===== src/rtl/axis_stream_broadcaster_pkg.sv =====
// Shared types and defaults for the 1-to-2 AXI4-Stream broadcaster.
// A beat is the {last, data} pair carried through each master buffer.
package axis_stream_broadcaster_pkg;

  localparam int AXIS_DATA_WIDTH = 32;
  localparam int AXIS_FIFO_DEPTH = 2;

  typedef struct packed {
    logic                       last;
    logic [AXIS_DATA_WIDTH-1:0] data;
  } axis_beat_t;

endpackage


===== src/rtl/axis_bcast_fifo.sv =====
// Single-clock FIFO with async active-low reset.
// The head output reads zero whenever the buffer is empty.
module axis_bcast_fifo #(
  parameter int WIDTH = 33,
  parameter int DEPTH = 2
) (
  input  logic             clk,
  input  logic             rst_n,
  input  logic             push,
  input  logic             pop,
  input  logic [WIDTH-1:0] din,
  output logic [WIDTH-1:0] head,
  output logic             full,
  output logic             empty
);

  localparam int AW = (DEPTH > 1) ? $clog2(DEPTH) : 1;
  localparam logic [AW:0] FULL_CNT = (AW + 1)'(DEPTH);

  logic [WIDTH-1:0] mem [DEPTH];
  logic [AW-1:0]    wr_ptr;
  logic [AW-1:0]    rd_ptr;
  logic [AW:0]      count;

  assign full  = (count == FULL_CNT);
  assign empty = (count == '0);
  assign head  = empty ? '0 : mem[rd_ptr];

  always_ff @(posedge clk) begin
    if (push) mem[wr_ptr] <= din;
  end

  // Pointers wrap naturally because DEPTH is a power of two.
  always_ff @(posedge clk or negedge rst_n) begin
    if (!rst_n) begin
      wr_ptr <= '0;
      rd_ptr <= '0;
      count  <= '0;
    end else begin
      if (push) wr_ptr <= wr_ptr + 1'b1;
      if (pop)  rd_ptr <= rd_ptr + 1'b1;
      unique case ({push, pop})
        2'b10:   count <= count + 1'b1;
        2'b01:   count <= count - 1'b1;
        default: count <= count;
      endcase
    end
  end

endmodule


===== src/rtl/axis_stream_broadcaster.sv =====
// 1-to-2 AXI4-Stream broadcaster: every accepted beat goes to both
// master buffers in the same edge; the masters drain independently.
module axis_stream_broadcaster
  import axis_stream_broadcaster_pkg::*;
#(
  parameter int DATA_WIDTH = AXIS_DATA_WIDTH,
  parameter int FIFO_DEPTH = AXIS_FIFO_DEPTH
) (
  input  logic                  AXIS_ACLK,
  input  logic                  AXIS_ARESETN,
  input  logic [DATA_WIDTH-1:0] S_AXIS_TDATA,
  input  logic                  S_AXIS_TVALID,
  input  logic                  S_AXIS_TLAST,
  output logic                  S_AXIS_TREADY,
  output logic [DATA_WIDTH-1:0] M_AXIS_TDATA1,
  output logic                  M_AXIS_TVALID1,
  output logic                  M_AXIS_TLAST1,
  input  logic                  M_AXIS_TREADY1,
  output logic [DATA_WIDTH-1:0] M_AXIS_TDATA2,
  output logic                  M_AXIS_TVALID2,
  output logic                  M_AXIS_TLAST2,
  input  logic                  M_AXIS_TREADY2
);

  logic              rdy_q;
  logic              accept;
  logic              full1, full2;
  logic              empty1, empty2;
  logic [DATA_WIDTH:0] s_beat;
  logic [DATA_WIDTH:0] head1, head2;

  // Held low through reset and for the first edge after release.
  always_ff @(posedge AXIS_ACLK or negedge AXIS_ARESETN) begin
    if (!AXIS_ARESETN) rdy_q <= 1'b0;
    else               rdy_q <= 1'b1;
  end

  assign S_AXIS_TREADY = rdy_q && !full1 && !full2;
  assign accept        = S_AXIS_TVALID && S_AXIS_TREADY;
  assign s_beat        = {S_AXIS_TLAST, S_AXIS_TDATA};

  axis_bcast_fifo #(
    .WIDTH (DATA_WIDTH + 1),
    .DEPTH (FIFO_DEPTH)
  ) u_fifo1 (
    .clk   (AXIS_ACLK),
    .rst_n (AXIS_ARESETN),
    .push  (accept),
    .pop   (M_AXIS_TVALID1 && M_AXIS_TREADY1),
    .din   (s_beat),
    .head  (head1),
    .full  (full1),
    .empty (empty1)
  );

  axis_bcast_fifo #(
    .WIDTH (DATA_WIDTH + 1),
    .DEPTH (FIFO_DEPTH)
  ) u_fifo2 (
    .clk   (AXIS_ACLK),
    .rst_n (AXIS_ARESETN),
    .push  (accept),
    .pop   (M_AXIS_TVALID2 && M_AXIS_TREADY2),
    .din   (s_beat),
    .head  (head2),
    .full  (full2),
    .empty (empty2)
  );

  assign M_AXIS_TVALID1 = !empty1;
  assign M_AXIS_TVALID2 = !empty2;
  assign {M_AXIS_TLAST1, M_AXIS_TDATA1} = head1;
  assign {M_AXIS_TLAST2, M_AXIS_TDATA2} = head2;

endmodule


===== config.mk =====
export PLATFORM = sky130hd
export DESIGN_NAME = axis_stream_broadcaster
export DESIGN_NICKNAME = d
export VERILOG_FILES = /design/src/rtl/axis_stream_broadcaster_pkg.sv /design/src/rtl/axis_bcast_fifo.sv /design/src/rtl/axis_stream_broadcaster.sv
export SDC_FILE = /design/constraint.sdc
export NUM_CORES = 1
export LEC_CHECK = 0
export ABC_CLOCK_PERIOD_IN_PS = 3500
export CAP_MARGIN = 20
export CORE_AREA = 2 2 120 122
export CTS_BUF_LIST = sky130_fd_sc_hd__clkbuf_2 sky130_fd_sc_hd__clkbuf_4 sky130_fd_sc_hd__clkbuf_8
export CTS_CLUSTER_DIAMETER = 30
export CTS_CLUSTER_SIZE = 28
export DETAILED_ROUTE_END_ITERATION = 10
export DIE_AREA = 0 0 122 124
export DONT_BUFFER_PORTS = 1
export RECOVER_POWER = 50
export SYNTH_ARGS = -nofsm -noshare
export SYNTH_HDL_FRONTEND = slang
export SYNTH_SLANG_ARGS = --single-unit

===== constraint.sdc =====
create_clock -name AXIS_ACLK -period 3.5 [get_ports AXIS_ACLK]
set_input_delay 0.525 -clock AXIS_ACLK [delete_from_list [all_inputs] [get_ports AXIS_ACLK]]
set_output_delay 0.525 -clock AXIS_ACLK [all_outputs]
set_load 0.05 [all_outputs]

# After elaboration in Yosys (flattened, before gate mapping)
# Memories as Yosys holds them, arrays and structs flattened.
# Cells that the tools add are included.
totals:
  mem_bits_rw: 132
  n_memories: 2
  elab_cells: 42
  input_bits: 38
  reg_bits: 9
mem_list:
  columns: ["name", "depth", "word_bits", "read_ports", "rd_ports_with_merged_regs", "wr", "line_no", "text"]
  rows:
  - ["u_fifo1.mem", 2, 33, 1, 0, 1, "axis_bcast_fifo.sv:20", "logic [WIDTH-1:0] mem [DEPTH];"]
  - ["u_fifo2.mem", 2, 33, 1, 0, 1, "axis_bcast_fifo.sv:20", null]
classes:
  n_eq_ne: 6
  n_reduce_logical: 13
  mux: 6
  add_sub_neg: 8
op_table:
  columns: ["cell", "n"]
  rows:
  - ["$mux W33", 2]
  - ["$eq A2 B2 Y1 const B", 4]
  - ["$pmux W2 S2", 2]
  - ["$logic_and A1 B1 Y1", 5]
  - ["$add A1 B1 Y1 const B", 4]
  - ["$add A2 B1 Y2 const B", 2]
  - ["$eq A2 B1 Y1 const B", 2]
  - ["$logic_not A1 Y1", 4]
  - ["$logic_not A2 Y1", 2]
  - ["$reduce_bool A2 Y1", 2]
  - ["$sub A2 B1 Y2 const B", 2]
  - ["$mux W1", 2]

# Logic depth before layout (Yosys ltp)
# Gate-level depths: netlist of run 1.
logic_depth:
  depth_word: 7
  depth_mapped: 7
  ltp_nobuf: 7

# Modules after synthesis
# A second synthesis of run 1 with hierarchy kept.
unflattened:
  cells_unflattened: 318
  hier_area_um2: 5444.0
modules_own_cells:
  columns: ["module", "area_each_um2", "n_inst", "seq_area_each_um2", "cells_each"]
  rows:
  - ["axis_bcast_fifo", 2687.6, 2, 2082.0, 155]
  - ["axis_stream_broadcaster", 68.8, 1, 25.0, 8]

# Worst setup path after synthesis of run 1
# Ideal clock, no wire load.
synth_timing:
  path_kind: "register -> register"
  startpoint: "register u_fifo2.count[0]"
  endpoint: "memory u_fifo1.mem[0][0], enable pin"
  path_stages_with_launch: 4
  required_ps: 3077
  setup_time_ps: 423
  arrival_time_ps: 2175
  path_slack_ps: 902
  n_path_buf: 0
  path_cell_list: "dfrtp_1 nand2b_1 nand4_2 nor2_1"
synth_between:
  elab_chain_len: 6
synth_rtl:
  columns: ["element", "line_no", "text"]
  rows:
  - ["start: declaration", "axis_bcast_fifo.sv:23", "logic [AW:0] count;"]
  - ["start signal: assignment", "axis_bcast_fifo.sv:43", "2'b10: count <= count + 1'b1;"]
  - ["start signal: assignment", "axis_bcast_fifo.sv:44", "2'b01: count <= count - 1'b1;"]
  - ["start signal: assignment", "axis_bcast_fifo.sv:45", "default: count <= count;"]
  - ["$eq A2 B2 Y1", "axis_bcast_fifo.sv:25", "assign full = (count == FULL_CNT);"]
  - ["$logic_not A1 Y1", "axis_stream_broadcaster.sv:38", "assign S_AXIS_TREADY = rdy_q && !full1 && !full2;"]
  - ["$logic_and A1 B1 Y1", "axis_stream_broadcaster.sv:38", null]
  - ["$logic_and A1 B1 Y1", "axis_stream_broadcaster.sv:39", "assign accept = S_AXIS_TVALID && S_AXIS_TREADY;"]
  - ["$mux W1", "axis_bcast_fifo.sv:30", "if (push) mem[wr_ptr] <= din;"]
  - ["$mux W1 (implied by the code)", "axis_bcast_fifo.sv:30", null]
  - ["end: declaration", "axis_bcast_fifo.sv:20", null]
# No other way between the ends.

# Worst setup path after layout of run 1
layout_timing:
  startpoint: "register u_fifo2.count[0]"
  endpoint: "memory u_fifo2.mem[0][21], enable pin"
layout_between:
  elab_chain_len: 6
layout_rtl:
  columns: ["element", "line_no"]
  rows:
  - ["$eq A2 B2 Y1", "axis_bcast_fifo.sv:25"]
  - ["$logic_not A1 Y1", "axis_stream_broadcaster.sv:38"]
  - ["$logic_and A1 B1 Y1", "axis_stream_broadcaster.sv:38"]
  - ["$logic_and A1 B1 Y1", "axis_stream_broadcaster.sv:39"]
  - ["$mux W1", "axis_bcast_fifo.sv:30"]
  - ["$mux W1 (implied by the code)", "axis_bcast_fifo.sv:30"]
  - ["end: declaration", "axis_bcast_fifo.sv:20"]
# No other way between the ends.

==> flow_metrics.env, run 1 <==
export IMPL_cts_resized_gates=0
export IMPL_fin_nets=393
export IMPL_tightest_slew_ns=1.22
export IMPL_clock_tree_buffer_depth=2
export IMPL_ys_warn_count=0
export IMPL_fillers=1220
export IMPL_synth_seq_area_share_pct=77.8
export IMPL_hold_path_class="in -> reg"
export IMPL_drv_cap=0
export IMPL_dp_hpwl_mm=6.72
export IMPL_worst_path_max_fanout=20
export IMPL_ys_seq_elements=141
export IMPL_drt_first_pass_iters=4
export IMPL_fin_crit_ns=2.79
export IMPL_critical_path_class="reg -> reg"
export IMPL_overflow=0
export IMPL_n_antenna_cell=0
export IMPL_synth_cell_type_count=17
export IMPL_setup_viol=0
export IMPL_arrival_ns=2.91
export IMPL_finClkSkew_ns=0.0171
export IMPL_cp_data_required_time_ns=3.62
export IMPL_max_slew_margin_pct=18.3
export IMPL_cts_buffers=17
export IMPL_grt_usage_pct=14.6
export IMPL_syn_inst=316
export IMPL_status="finished, final reports clean"
export IMPL_cts_htree_levels=4
export IMPL_wl_mm=10.5
export IMPL_cp_start_kind="flop"
export IMPL_io_buffers=0
export IMPL_synth_area_top_cells="edfxtp_1 (74%), mux2i_1 (12%), nor2_1 (4.9%)"
export IMPL_num_rows=43
export IMPL_dieWidth_um=122
export IMPL_grt_pass1_vias=2766
export IMPL_cpPeakStageDelay_ns=1.06
export IMPL_gp_congestion=0.683
export IMPL_syn_nets=356
export IMPL_fmax_mhz=358
export IMPL_fin_crit_sh_pct=79.8
export IMPL_cts_sinks=141
export IMPL_postCtsSetupBuffers=0
export IMPL_cp_cell_sequence="nand2b_1 -> nand4_1 -> nor2_2 -> buf_4"
export IMPL_wl_per_cell_um=19.3
export IMPL_clkTransAtPathRegs_ns=0.08
export IMPL_syn_cell_area_um2=5380
export IMPL_tns_ns=0
export IMPL_drtIter0Drc=150
export IMPL_insertion_delay_ns=0.44
export IMPL_drc_errors=0
export IMPL_routed_via_density=4.86
export IMPL_cts_tree="yes"
export IMPL_cts_root_buf="clkbuf_8"
export IMPL_multi_input_area_um2=1120
export IMPL_cts_hold_fix_buffers=1
export IMPL_antenna_left=0
export IMPL_slowest_stage="nor2_2"
export IMPL_grt_max_degree=34
export IMPL_die_area_um2=15100
export IMPL_drive_gt1_share_pct=19.4
export IMPL_ios=107
export IMPL_hold_viol=0
export IMPL_cp_end_kind="flop"
export IMPL_die_height_um=124
export IMPL_area_growth_pct=15.1
export IMPL_yosysTopAreaCellShare_pct=73.6
export IMPL_initial_utilization_pct=39.2
export IMPL_rsz0062_at_grt="false"
export IMPL_grt_pass1_wl_mm=15.7
export IMPL_seqCellArea_um2=4190
export IMPL_postSynthAreaPerCell_um2=17.0
export IMPL_yosysTopAreaCell="edfxtp_1"
export IMPL_core_um2=13700
export IMPL_mostFrequentLayoutCell="edfxtp_1"
export IMPL_final_cell_mix="edfxtp_1 (132), nor2_1 (68), mux2i_1 (66), buf_4 (30), clkbuf_8 (17)"
export IMPL_vias=2655
export IMPL_grt_antenna_before_repair=0
export IMPL_drv_slew=0
[cells by family after synthesis]
group / after synthesis / share of synthesized area [%]
xor gates and xnor gates: 10 / 1.63
adders and majority gates: 2 / 0.465
buffers and inverters: 16 / 1.58
DFF: 141 / 77.8
muxes: 66 / 12.3
other: 1 / 0.0697
and+or+nand+nor: 80 / 6.16
[final cells by class]
type	instances	share of cell area [%]
Clock buffer	19	4.02
Clock inverter	13	2.30
Inverter	2	0.121
Multi-Input combinational cell	159	18.2
Sequential cell	141	67.6
Tap cell	180	3.63
Timing Repair Buffer	32	4.12
[worst max-delay path: cells and delay by family, from the launching register on]
| family | cells | cell delay [ns] |
|---|---|---|
| AND/OR/NAND/NOR | 3 | 1.59 |
| flip-flops | 1 | 0.45 |
| buffers and inverters | 1 | 0.42 |
[worst paths after layout]
kind,cells past startpoint,to,slack [ns],start
max,4,u_fifo2.mem[0][21],0.71,u_fifo2.count[0]
min,0,u_fifo2.mem[0][2],0.18,S_AXIS_TDATA[2]
max reg2reg,4,u_fifo2.mem[0][21],0.71,u_fifo2.count[0]
min reg2reg,1,u_fifo2.wr_ptr,0.53,u_fifo2.wr_ptr
max in group asynchronous,1,u_fifo2.rd_ptr,2.69,AXIS_ARESETN
min in group asynchronous,1,rdy_q,0.47,AXIS_ARESETN
[per-layer routing]
| layer | wire length [µm] | vias to the layer above | GRT usage [%] |
|---|---|---|---|
| met5 | 0 | - | 0 |
| met4 | 187 | 0 | 6.39 |
| met3 | 788 | 11 | 6.41 |
| met2 | 5350 | 91 | 24.0 |
| met1 | 4220 | 1323 | 16.8 |
| li1 | - | 1230 | - |
[state kept, by name, summed over array words and instances (netlist names)]
signal	cells
u_fifo1.count	2
u_fifo2.count	2
u_fifo2.mem	66
u_fifo2.rd_ptr	1
rdy_q	1
u_fifo1.wr_ptr	1
u_fifo2.wr_ptr	1
u_fifo1.mem	66
u_fifo1.rd_ptr	1
[synth_stat cells]
master	number
xor2_1	4
xnor2_1	6
edfxtp_1	132
and3_1	3
dfrtp_1	9
buf_4	6
nand4_2	1
nor2_1	70
inv_1	2
conb_1	1
clkbuf_1	6
buf_2	2
nor2_2	2
nand2b_1	2
mux2i_1	66
ha_1	2
and2_1	2
[per-stage QoR]
stage                     util [%]  cell area (µm²)  cells  hold slack (ns)  worst slack, ns
after floorplan                  -             5380    316            0.229            0.902
after global placement        42.3             5810    513            0.230             1.12
after detailed placement      42.3             5810    513            0.230             1.06
after CTS                     45.2             6210    546            0.146            0.729
after global routing          45.2             6200    546            0.134            0.465
final                         45.2             6200    546            0.178            0.707
Power of run 1 is not shown: default switching activity piles up to over one toggle a cycle in this logic, so the estimate is an artifact.
==> run 2: changes to the inputs <==
--- a/config.mk
+++ b/config.mk
@@ -5,14 +5,15 @@
 export SDC_FILE = /design/constraint.sdc
 export NUM_CORES = 1
 export LEC_CHECK = 0
-export ABC_CLOCK_PERIOD_IN_PS = 3500
+export ABC_AREA = 1
+export ABC_CLOCK_PERIOD_IN_PS = 2750
 export CAP_MARGIN = 20
-export CORE_AREA = 2 2 120 122
+export CORE_AREA = 2 2 121 123
 export CTS_BUF_LIST = sky130_fd_sc_hd__clkbuf_2 sky130_fd_sc_hd__clkbuf_4 sky130_fd_sc_hd__clkbuf_8
 export CTS_CLUSTER_DIAMETER = 30
 export CTS_CLUSTER_SIZE = 28
 export DETAILED_ROUTE_END_ITERATION = 10
-export DIE_AREA = 0 0 122 124
+export DIE_AREA = 0 0 123 125
 export DONT_BUFFER_PORTS = 1
 export RECOVER_POWER = 50
 export SYNTH_ARGS = -nofsm -noshare
==> constraint.sdc (replaced) <==
create_clock -name AXIS_ACLK -period 2.75 [get_ports AXIS_ACLK]
set_input_delay 0.4125 -clock AXIS_ACLK [delete_from_list [all_inputs] [get_ports AXIS_ACLK]]
set_output_delay 0.4125 -clock AXIS_ACLK [all_outputs]
set_load 0.05 [all_outputs]
==> run 2 against run 1 <==
Die area up 1.6%. Clock skew decreased by 0.0060 ns. Global-route usage is 1.8 points higher. Wire length increased by 14%. Setup slack worse by 0.31 ns. First-iteration DRC count is 31% higher. Register-to-register slack lost 0.31 ns. Final cell count up 25%. Hold slack got worse by 0.12 ns. Critical path depth is 1 higher. Via count increased by 23%. Sequential share of layout area down 4.6 points.
==> flow_metrics.env, run 2 <==
export IMPL_clock_tree_buffer_depth=2
export IMPL_synth_area_top_cells="edfxtp_1 (72%), nand2_1 (9.6%), a21oi_1 (5.6%)"
export IMPL_clkTransAtPathRegs_ns=0.08
export IMPL_wl_per_cell_um=17.7
export IMPL_yosys_most_used_dff="edfxtp_1"
export IMPL_ys_seq_elements=141
export IMPL_routed_via_density=4.81
export IMPL_ios=107
export IMPL_cp_end_kind="flop"
export IMPL_yosysTopAreaCellShare_pct=72.4
export IMPL_grt_usage_pct=16.5
export IMPL_mostFrequentLayoutCell="nand2_1"
export IMPL_drc_errors=0
export IMPL_synth_cell_type_count=22
export IMPL_syn_cell_area_um2=5480
export IMPL_cts_hold_fix_buffers=1
export IMPL_critical_path_class="reg -> reg"
export IMPL_worst_path_max_fanout=21
export IMPL_setup_viol=0
export IMPL_fmax_mhz=426
export IMPL_setup_ws_ns=0.401
export IMPL_cts_tree="yes"
export IMPL_final_cell_mix="nand2_1 (141), edfxtp_1 (132), buf_4 (68), a21oi_1 (62), clkbuf_8 (18)"
export IMPL_overflow=0
export IMPL_dieWidth_um=123
export IMPL_cts_resized_gates=0
export IMPL_ys_warn_count=0
export IMPL_grt_max_degree=35
export IMPL_fin_nets=523
export IMPL_max_slew_margin_pct=43.0
export IMPL_num_rows=44
export IMPL_cts_buffers=17
export IMPL_grt_antenna_before_repair=0
export IMPL_vias=3269
export IMPL_drive_gt1_share_pct=24.8
export IMPL_grt_pass1_vias=3316
export IMPL_cts_root_buf="clkbuf_8"
export IMPL_synth_most_common_cell="nand2_1"
export IMPL_syn_nets=448
export IMPL_area_growth_pct=21.3
export IMPL_cts_htree_levels=4
export IMPL_tns_ns=0
export IMPL_largestRegisters="u_fifo1.mem: 66 flops, u_fifo2.mem: 66 flops"
export IMPL_seqCellArea_um2=4190
export IMPL_synth_edf_count=132
export IMPL_wl_mm=12.0
export IMPL_initial_utilization_pct=38.6
export IMPL_yosysTopAreaCell="edfxtp_1"
export IMPL_insertion_delay_ns=0.44
export IMPL_cp_start_kind="flop"
export IMPL_hold_viol=0
export IMPL_placed_cells=647
export IMPL_io_buffers=0
export IMPL_synth_seq_area_share_pct=76.5
export IMPL_drt_first_pass_iters=4
export IMPL_ys_async_sr_fraction_pct=6.38
export IMPL_grt_pass1_wl_mm=18.5
export IMPL_multi_input_area_um2=1060
export IMPL_hold_path_class="in -> reg"
export IMPL_rsz0062_at_grt="false"
export IMPL_status="finished, final reports clean"
export IMPL_cp_data_required_time_ns=2.89
export IMPL_final_cells=680
export IMPL_die_height_um=125
export IMPL_cts_sinks=141
export IMPL_die_area_um2=15400
export IMPL_finClkSkew_ns=0.0110
export IMPL_antenna_left=0
export IMPL_core_um2=14200
export IMPL_ys_top_cells_by_count="nand2_1 (140), edfxtp_1 (132), a21oi_1 (61), inv_1 (12)"
export IMPL_gp_congestion=0.762
export IMPL_n_antenna_cell=0
export IMPL_drtIter0Drc=197
export IMPL_fillers=1260
export IMPL_arrival_ns=2.49
export IMPL_postSynthAreaPerCell_um2=13.4
export IMPL_place_ws_ns=0.794
export IMPL_postCtsSetupBuffers=0
export IMPL_tightest_slew_ns=0.854
export IMPL_dp_hpwl_mm=7.53
export IMPL_fin_crit_ns=2.35
export IMPL_drv_slew=0
export IMPL_syn_inst=408
export IMPL_fin_crit_sh_pct=85.4
export IMPL_drv_cap=0
-- run 2: changes by cell type in the layout (fill, tap and decap cells not counted), sizes merged, moves of 14 or more --
cell	change
buf	+44
a21oi	+67
nand2	+142
mux2i	-66
inv	+14
nor2	-66
-- run 2: through the flow --
stage / cell area (µm²) / hold slack [ns] / util, %
2_1_floorplan: 5480 / 0.117 / -
3_3_place_gp: 6220 / 0.117 / 43.8
4_1_cts: 6670 / 0.0337 / 47.0
3_5_place_dp: 6220 / 0.117 / 43.8
5_1_grt: 6650 / 0.0229 / 46.8
6_report: 6650 / 0.0604 / 46.8
-- run 2: final timing paths --
check / from / to / slack [ns] / cells after the start
min: S_AXIS_TDATA[7] / u_fifo1.mem[1][7] / 0.06 / 0
max in group asynchronous: AXIS_ARESETN / u_fifo2.wr_ptr / 2.08 / 1
min reg2reg: u_fifo2.wr_ptr / u_fifo2.wr_ptr / 0.51 / 2
max reg2reg: u_fifo2.count[0] / u_fifo1.mem[1][16] / 0.40 / 5
min in group asynchronous: AXIS_ARESETN / u_fifo2.count[0] / 0.35 / 1
max: u_fifo2.count[0] / u_fifo1.mem[1][16] / 0.40 / 5
-- run 2: area by class of cell --
cell class | count | area share (%)
Tap cell | 184 | 3.46
Timing Repair Buffer | 76 | 9.94
Clock inverter | 11 | 2.52
Multi-Input combinational cell | 230 | 16.0
Clock buffer | 21 | 4.07
Inverter | 17 | 0.960
Sequential cell | 141 | 63.0
-- run 2: layer usage --
| metal | up-vias | share of wire (%) | GRT usage, % |
|---|---|---|---|
| li1 | 1561 | - | - |
| met1 | 1590 | 41 | 19.9 |
| met2 | 104 | 51 | 27.2 |
| met3 | 14 | 6.7 | 5.89 |
| met4 | 0 | 1.3 | 5.61 |
| met5 | - | 0 | 0 |
-- run 2: cells by family after synthesis --
| group | Yosys count | share of synthesized area, % |
|---|---|---|
| xor+xnor | 6 | 0.959 |
| flops | 141 | 76.5 |
| fa+ha+maj | 2 | 0.457 |
| simple gates | 154 | 11.6 |
| buf+inv | 37 | 3.91 |
| other cells | 1 | 0.0685 |
| compound gates | 67 | 6.53 |
-- run 2: critical path, stage by stage (launching register included) --
cell and delay, ns:
dfrtp_1 0.45, inv_1 0.08, nand2_1 0.14, nand4_1 0.33
nor2_2 0.76, buf_12 0.27
Power of run 2 is left out for the same reason.
